### config.mk
export PLATFORM = sky130hd
export DESIGN_NAME = jk_counter_ctrl
export DESIGN_NICKNAME = d
export VERILOG_FILES = /design/src/rtl/jk_counter_ctrl.sv
export SDC_FILE = /design/constraint.sdc
export NUM_CORES = 1
export LEC_CHECK = 0
export ABC_AREA = 0
export CORE_AREA = 2 2 39 41
export DETAILED_ROUTE_END_ITERATION = 10
export DIE_AREA = 0 0 41 43
export PLACE_DENSITY = 0.72
export SLEW_MARGIN = 20
export SYNTH_ARGS = -nofsm -noshare
export SYNTH_HDL_FRONTEND = slang
export SYNTH_SLANG_ARGS = --single-unit
### constraint.sdc
create_clock -name CLK -period 4.2 [get_ports CLK]
set_input_delay 0.84 -clock CLK [delete_from_list [all_inputs] [get_ports CLK]]
set_output_delay 0.84 -clock CLK [all_outputs]
set_load 0.02 [all_outputs]
### src/rtl/jk_counter_ctrl.sv
// jk_counter_ctrl: J/K sequencer for an external JK flip-flop counter bank.
// Optional auto-stop after one full pass: define JK_CTRL_AUTOSTOP_EN.
module jk_counter_ctrl #(
  parameter int N   = 3,
  parameter int MOD = 8
) (
  input  logic         CLK,
  input  logic         rst_n,
  input  logic         start,
  input  logic         stop,
  input  logic         load,
  input  logic         clr,
  input  logic         dir,
  input  logic [N-1:0] load_val,
  input  logic [N-1:0] Q_in,
  output logic [N-1:0] J,
  output logic [N-1:0] K,
  output logic         busy,
  output logic         tc,
  output logic         done
);

  typedef enum logic [2:0] {
    S_IDLE,
    S_RUN,
    S_LOAD,
    S_CLR,
    S_DONE
  } state_e;

  // Modulus may equal 2^N; range checks use one extra bit.
  localparam logic [N:0]   MODW = (N+1)'(MOD);
  localparam logic [N-1:0] TOP  = N'(MOD - 1);

  state_e       state_q, state_d;
  logic [N-1:0] ld_q, ld_d;
  logic [N-1:0] up_nxt, dn_nxt, nxt;
  logic         oor, tc_run;

  // Target value for one step in either direction.
  always_comb begin
    oor    = {1'b0, Q_in} >= MODW;
    up_nxt = (Q_in >= TOP) ? '0 : Q_in + N'(1);
    dn_nxt = (Q_in == '0 || oor) ? TOP : Q_in - N'(1);
    nxt    = dir ? up_nxt : dn_nxt;
    tc_run = dir ? (Q_in == TOP) : (Q_in == '0);
  end

  // Request arbitration: clr > load > stop > start.
  always_comb begin
    state_d = state_q;
    unique case (state_q)
      S_IDLE: begin
        if (clr)        state_d = S_CLR;
        else if (load)  state_d = S_LOAD;
        else if (start) state_d = S_RUN;
      end
      S_RUN: begin
        if (clr)       state_d = S_CLR;
        else if (load) state_d = S_LOAD;
        else if (stop) state_d = S_IDLE;
`ifdef JK_CTRL_AUTOSTOP_EN
        else if (tc_run) state_d = S_DONE;
`endif
      end
      S_LOAD:  state_d = S_IDLE;
      S_CLR:   state_d = S_IDLE;
      S_DONE:  state_d = S_IDLE;
      default: state_d = S_IDLE;
    endcase
  end

  // Load value is latched on acceptance; out-of-range loads become 0.
  always_comb begin
    ld_d = ld_q;
    if (state_d == S_LOAD) begin
      ld_d = ({1'b0, load_val} >= MODW) ? '0 : load_val;
    end
  end

  // J/K drive: only bits that must change are set or reset.
  always_comb begin
    J = '0;
    K = '0;
    unique case (state_q)
      S_RUN: begin
        J = nxt & ~Q_in;
        K = ~nxt & Q_in;
      end
      S_LOAD: begin
        J = ld_q;
        K = ~ld_q;
      end
      S_CLR: begin
        K = '1;
      end
      default: ;
    endcase
  end

  assign busy = (state_q != S_IDLE);
  assign tc   = (state_q == S_RUN) && tc_run;

  // Sequencing state and captured load value.
  always_ff @(posedge CLK or negedge rst_n) begin
    if (!rst_n) begin
      state_q <= S_IDLE;
      ld_q    <= '0;
    end else begin
      state_q <= state_d;
      ld_q    <= ld_d;
    end
  end

`ifdef JK_CTRL_AUTOSTOP_EN
  logic done_q;

  // One-cycle pulse while sitting in DONE.
  always_ff @(posedge CLK or negedge rst_n) begin
    if (!rst_n) begin
      done_q <= 1'b0;
    end else begin
      done_q <= (state_d == S_DONE);
    end
  end

  assign done = done_q;
`else
  assign done = 1'b0;
`endif

endmodule

==> flow_summary.json, run 1 <==
{
  "first_iter_violations": 11,
  "setup_viol": 0,
  "grt-busiest-layer": "met2",
  "path_max_fanout": 4,
  "async_flop_share": 1.00,
  "fp.dieArea_mm2": 0.00176,
  "syn_inst": 55,
  "fp.dieW_um": 41,
  "syn_avg_cell_area_um2": 9.12,
  "met2_usage": 0.203,
  "num_vias": 461,
  "worstSkewPairLatency_ps": 240,
  "synth-edff-count": 0,
  "grt_max_degree": 10,
  "period_share": 0.900,
  "synth_area_leaders": "dfrtp_1, ha_1, a32o_1",
  "drv_slew": 0,
  "grt_pass1_vias": 423,
  "rows": 14,
  "hold_viol": 0,
  "cts_buffers": 3,
  "required_ps": 3360,
  "antenna_found_initial": 0,
  "routed_wl_um": 1030,
  "drt_pre_antenna_iters": 4,
  "ys_ff_latch": 6,
  "syn-cell-area_um2": 502,
  "antenna_left": 0,
  "grt_pass1_wl_um": 1620,
  "cp.arrival_ps": 2940,
  "post-route-util": 0.532,
  "tns_ps": 0,
  "dieHeight_um": 43,
  "gp_congestion": 0.633,
  "use_met3": 0.0157,
  "postCtsHoldBufs": 0,
  "path_class": "in -> out",
  "dp_hpwl_um": 873,
  "core_mm2": 0.00138,
  "synth-seq-area-share": 0.299,
  "clock-root-buffer": "clkbuf_4",
  "drv_cap": 0,
  "port_buffers": 20,
  "tritoncts": "built",
  "synth_ff_type": "dfrtp_1",
  "ctsHtreeMaxLevel": 1,
  "synth_top_area_cell": "dfrtp_1",
  "hold_path.class": "reg -> reg",
  "wire_per_inst_um": 11.0,
  "area_growth_pct": 46.6,
  "yosysWarnings": 0,
  "drc": 0,
  "postCtsSetupRepairBufs": 0,
  "synth_top_area_frac": 0.299,
  "crit_path_end_kind": "primary output",
  "synth_cell_types": 27,
  "peakVddDrop_mv": 0.141,
  "status": "completed",
  "startpoint_type": "input port",
  "clock-sinks": 6,
  "grtUsageMet1": 0.170,
  "timing.fmax_mhz": 265,
  "grtUsageTotal": 0.139,
  "hold_slack_ps": 541,
  "clockBufferDepth": 2,
  "overflow": 0,
  "clk_pin_slew_ps": 40,
  "grt_setup_unrepaired": "false",
  "initial_core_util": 0.363,
  "num_antenna_cells": 0,
  "finClkSkew_ps": 4.44,
  "drive_gt1_frac": 0.104,
  "via_per_inst": 4.96,
  "power.density_mw_per_mm2": 258,
  "io_pins": 22,
  "nNetsFinal": 96,
  "fin_crit_ps": 3780,
  "cts_resized": 0,
  "leakage_nw": 0.306
}
-- placed cells by master, fill, tap and decap left out --
| cell type | instances |
|---|---|
| nand2_1 | 5 |
| o31ai_1 | 2 |
| ha_1 | 4 |
| o21a_1 | 2 |
| mux2_4 | 2 |
| dfrtp_1 | 6 |
| nor2_1 | 2 |
| and2b_1 | 1 |
| a31oi_1 | 2 |
| nor2b_1 | 1 |
| inv_1 | 4 |
| clkbuf_4 | 3 |
| nand2b_1 | 3 |
| conb_1 | 2 |
| a32o_1 | 3 |
| nand3_1 | 2 |
| or2_2 | 1 |
| nor2b_2 | 1 |
| and2_1 | 1 |
| a211oi_1 | 1 |
| clkdlybuf4s50_1 | 20 |
| a21oi_1 | 3 |
| mux2i_1 | 1 |
| o21ai_0 | 2 |
| or3_1 | 1 |
| nor3_1 | 1 |
| nor4b_4 | 1 |
-- layout make-up --
| class | instances | area [µm²] |
|---|---|---|
| fill | 140 | 648 |
| multi-input combinational | 44 | 328 |
| timing repair buffer | 20 | 200 |
| sequential | 6 | 150 |
| clock buffer | 3 | 22.5 |
| tap | 16 | 20.0 |
| inverter | 4 | 15.0 |
-- sequential cells by signal, summed over array words and instances, names as in the netlist --
signal / flops
ld_q: 3
state_q: 3
-- Yosys cell counts, types with 2 or more instances --
library cell / instances
dfrtp_1: 6
nand2b_1: 3
nand2_1: 5
a21oi_1: 3
o21ai_0: 2
nor2_1: 2
o21a_1: 2
nand3_1: 2
o31ai_1: 2
mux2_4: 2
inv_1: 4
a32o_1: 3
a31oi_1: 2
ha_1: 4
-- metal layers --
metal / wire length, µm / up-vias
met5: 0 / -
li1: - / 239
met3: 61 / 2
met2: 508 / 15
met1: 448 / 205
met4: 8 / 0
-- worst max-delay path, cell delays in order --
cell and delay [ps]:
clkdlybuf4s50_1 540, inv_1 100, ha_1 220, nor3_1 180, a211oi_1 70, a31oi_1 200, a32o_1 190, clkdlybuf4s50_1 590
-- metrics by stage --
step	power (mW)	instance area [µm²]	instances	setup WS (ps)
after floorplan	0.111	505	56	1360
final	0.190	736	93	422
after global routing	0.204	736	93	271
after CTS	0.194	736	93	412
after global placement	0.140	713	90	416
after detailed placement	0.141	713	90	415
-- cell families after synthesis --
group                    count (synthesis)  synth area share
flip-flops                               6             0.299
buffers and inverters                    6            0.0549
adder cells (fa/ha/maj)                  4            0.0998
AO/OA/AOI/OAI                           15             0.209
multiplexers                             3            0.0798
AND/OR/NAND/NOR                         20             0.249
other                                    1           0.00747
-- final timing paths --
check / startpoint / to / slack, ps / depth (start not counted)
min in group asynchronous: rst_n / ld_q[0]$_DFFE_PN0N_ / 830 / 1
max in group asynchronous: rst_n / state_q[2]$_DFF_PN0_ / 3160 / 1
max: Q_in[0] / K[2] / 420 / 8
min reg2reg: ld_q[1]$_DFFE_PN0N_ / ld_q[1]$_DFFE_PN0N_ / 540 / 1
max reg2reg: state_q[2]$_DFF_PN0_ / ld_q[2]$_DFFE_PN0N_ / 2910 / 2
min: ld_q[1]$_DFFE_PN0N_ / ld_q[1]$_DFFE_PN0N_ / 540 / 1
-- where the power goes --
part	leakage [nW]	internal, mW	switching (mW)
Combinational	0.219	0.0366	0.0279
Clock	0.0138	0.0322	0.0186
Sequential	0.0734	0.0665	0.00827
Total	0.306	0.135	0.0548
No activity file was read; power rests on OpenSTA's default activity.
==> run 2, diff against run 1 <==
--- a/config.mk
+++ b/config.mk
@@ -10,6 +10,7 @@
 export DETAILED_ROUTE_END_ITERATION = 10
 export DIE_AREA = 0 0 41 43
 export PLACE_DENSITY = 0.72
+export RECOVER_POWER = 50
 export SLEW_MARGIN = 20
 export SYNTH_ARGS = -nofsm -noshare
 export SYNTH_HDL_FRONTEND = slang
==> flow_summary.json, run 2 (synthesized netlist as in run 1, its figures left out) <==
{
  "power.total_mw": 0.188,
  "cp_common_cell": "clkdlybuf4s50_1",
  "initial_core_util": 0.363,
  "required_ps": 3360,
  "routed_wl_um": 1020,
  "rr_worst_depth": 2,
  "startpoint_type": "input port",
  "wire_per_inst_um": 10.9,
  "power.density_mw_per_mm2": 261,
  "num_vias": 460,
  "dp_cells": 90,
  "drv_slew": 0,
  "fp.dieArea_mm2": 0.00176,
  "slowest_delay_ps": 590,
  "rr_endpoint": "ld_q[2]$_DFFE_PN0N_",
  "ctsHtreeMaxLevel": 1,
  "grt_max_degree": 10,
  "timing.fmax_mhz": 265,
  "cts_buffers": 3,
  "core_mm2": 0.00138,
  "drc": 0,
  "worstSkewPairLatency_ps": 240,
  "min_from": "ld_q[1]$_DFFE_PN0N_",
  "post-route-util": 0.521,
  "gp_congestion": 0.633,
  "drv_cap": 0,
  "peakVddDrop_mv": 0.141,
  "area_growth_pct": 43.6,
  "via_per_inst": 4.95,
  "clockBufferDepth": 2,
  "rows": 14,
  "grtUsageTotal": 0.139,
  "hold_slack_ps": 542,
  "fin_crit_ps": 3770,
  "holdPathEnd": "ld_q[1]$_DFFE_PN0N_",
  "slew-limit-headroom": 0.399,
  "path_max_fanout": 4,
  "max_slew.worst_pin.slew_ps": 889,
  "finClkSkew_ps": 4.44,
  "antenna_left": 0,
  "status": "completed",
  "io_pins": 22,
  "setup_viol": 0,
  "cp.arrival_ps": 2930,
  "clock-root-buffer": "clkbuf_4",
  "antenna_found_initial": 0,
  "clk_pin_slew_ps": 40,
  "crit_start": "Q_in[0]",
  "tns_ps": 0,
  "met2_usage": 0.203,
  "clock-sinks": 6,
  "hold_viol": 0,
  "crit_path_end_kind": "primary output",
  "final_cell_mix": "clkdlybuf4s50_1, dfrtp_1, nand2_1",
  "final_common_cell": "clkdlybuf4s50_1",
  "nNetsFinal": 96,
  "path_cells": "clkdlybuf4s50_1 -> inv_1 -> ha_1 -> nor3_1 -> a211oi_1 -> a31oi_1 -> a32o_1 -> clkdlybuf4s50_1",
  "dieHeight_um": 43,
  "tritoncts": "built",
  "postCtsSetupRepairBufs": 0,
  "first_iter_violations": 10,
  "cts_resized": 0,
  "dp_hpwl_um": 873,
  "reg.largest.list": "ld_q (3), state_q (3)",
  "grtUsageMet1": 0.170,
  "grt_setup_unrepaired": "false",
  "grt-busiest-layer": "met2",
  "hold_path.class": "reg -> reg",
  "port_buffers": 20,
  "drive_gt1_frac": 0.0909,
  "crit_slowest_cell": "clkdlybuf4s50_1",
  "r2r_setup_slack_ps": 2540,
  "period_share": 0.899,
  "instances_no_fill": 93,
  "path_class": "in -> out",
  "drt_pre_antenna_iters": 4,
  "leakage_nw": 0.301,
  "use_met3": 0.0157,
  "grt_pass1_vias": 423,
  "min_delay_path_depth": 1,
  "fp.dieW_um": 41,
  "grt_pass1_wl_um": 1620,
  "r2r_start": "state_q[2]$_DFF_PN0_",
  "postCtsHoldBufs": 0,
  "overflow": 0,
  "num_antenna_cells": 0
}
[run 2: changes by cell type in the layout (fill, tap and decap cells not counted), sizes merged]
cell	change
dlygate4sd3	+3
clkdlybuf4s50	-3
[run 2: worst max-delay path: cells and delay by family]
kind                       cells  cell delay (ps)
and+or+nand+nor                1              180
adders and majority gates      1              220
buffers and inverters          3             1230
AOI/OAI and AO/OA              3              460
[run 2: worst max path at each step]
stage	end	slack (ps)	cells past startpoint
finish	K[2]	430	8
CTS	K[2]	410	8
global placement	K[2]	420	8
floorplan	J[1]	1360	5
global route	J[1]	270	7
detailed placement	K[2]	420	8
[run 2: per-stage QoR]
step / area [µm²] / setup slack, ps
floorplan: 505 / 1360
global placement: 713 / 416
detailed placement: 713 / 415
CTS: 736 / 412
global route: 721 / 271
finish: 721 / 425
[run 2: power breakdown]
| part | internal (mW) | switching (mW) |
|---|---|---|
| Sequential | 0.0665 | 0.00763 |
| Combinational | 0.0354 | 0.0276 |
| Clock | 0.0322 | 0.0186 |
[run 2: final cells by class]
type | count | area (µm²)
Inverter | 4 | 15.0
Sequential cell | 6 | 150
Timing Repair Buffer | 20 | 200
Fill cell | 142 | 663
Clock buffer | 3 | 22.5
Tap cell | 16 | 20.0
Multi-Input combinational cell | 44 | 313
[run 2: per-layer routing]
metal | up-vias | wire length (µm) | share of wire
li1 | 240 | - | -
met1 | 204 | 443 | 0.44
met2 | 14 | 504 | 0.50
met3 | 2 | 59 | 0.058
met4 | 0 | 8 | 0.0079
met5 | - | 0 | 0
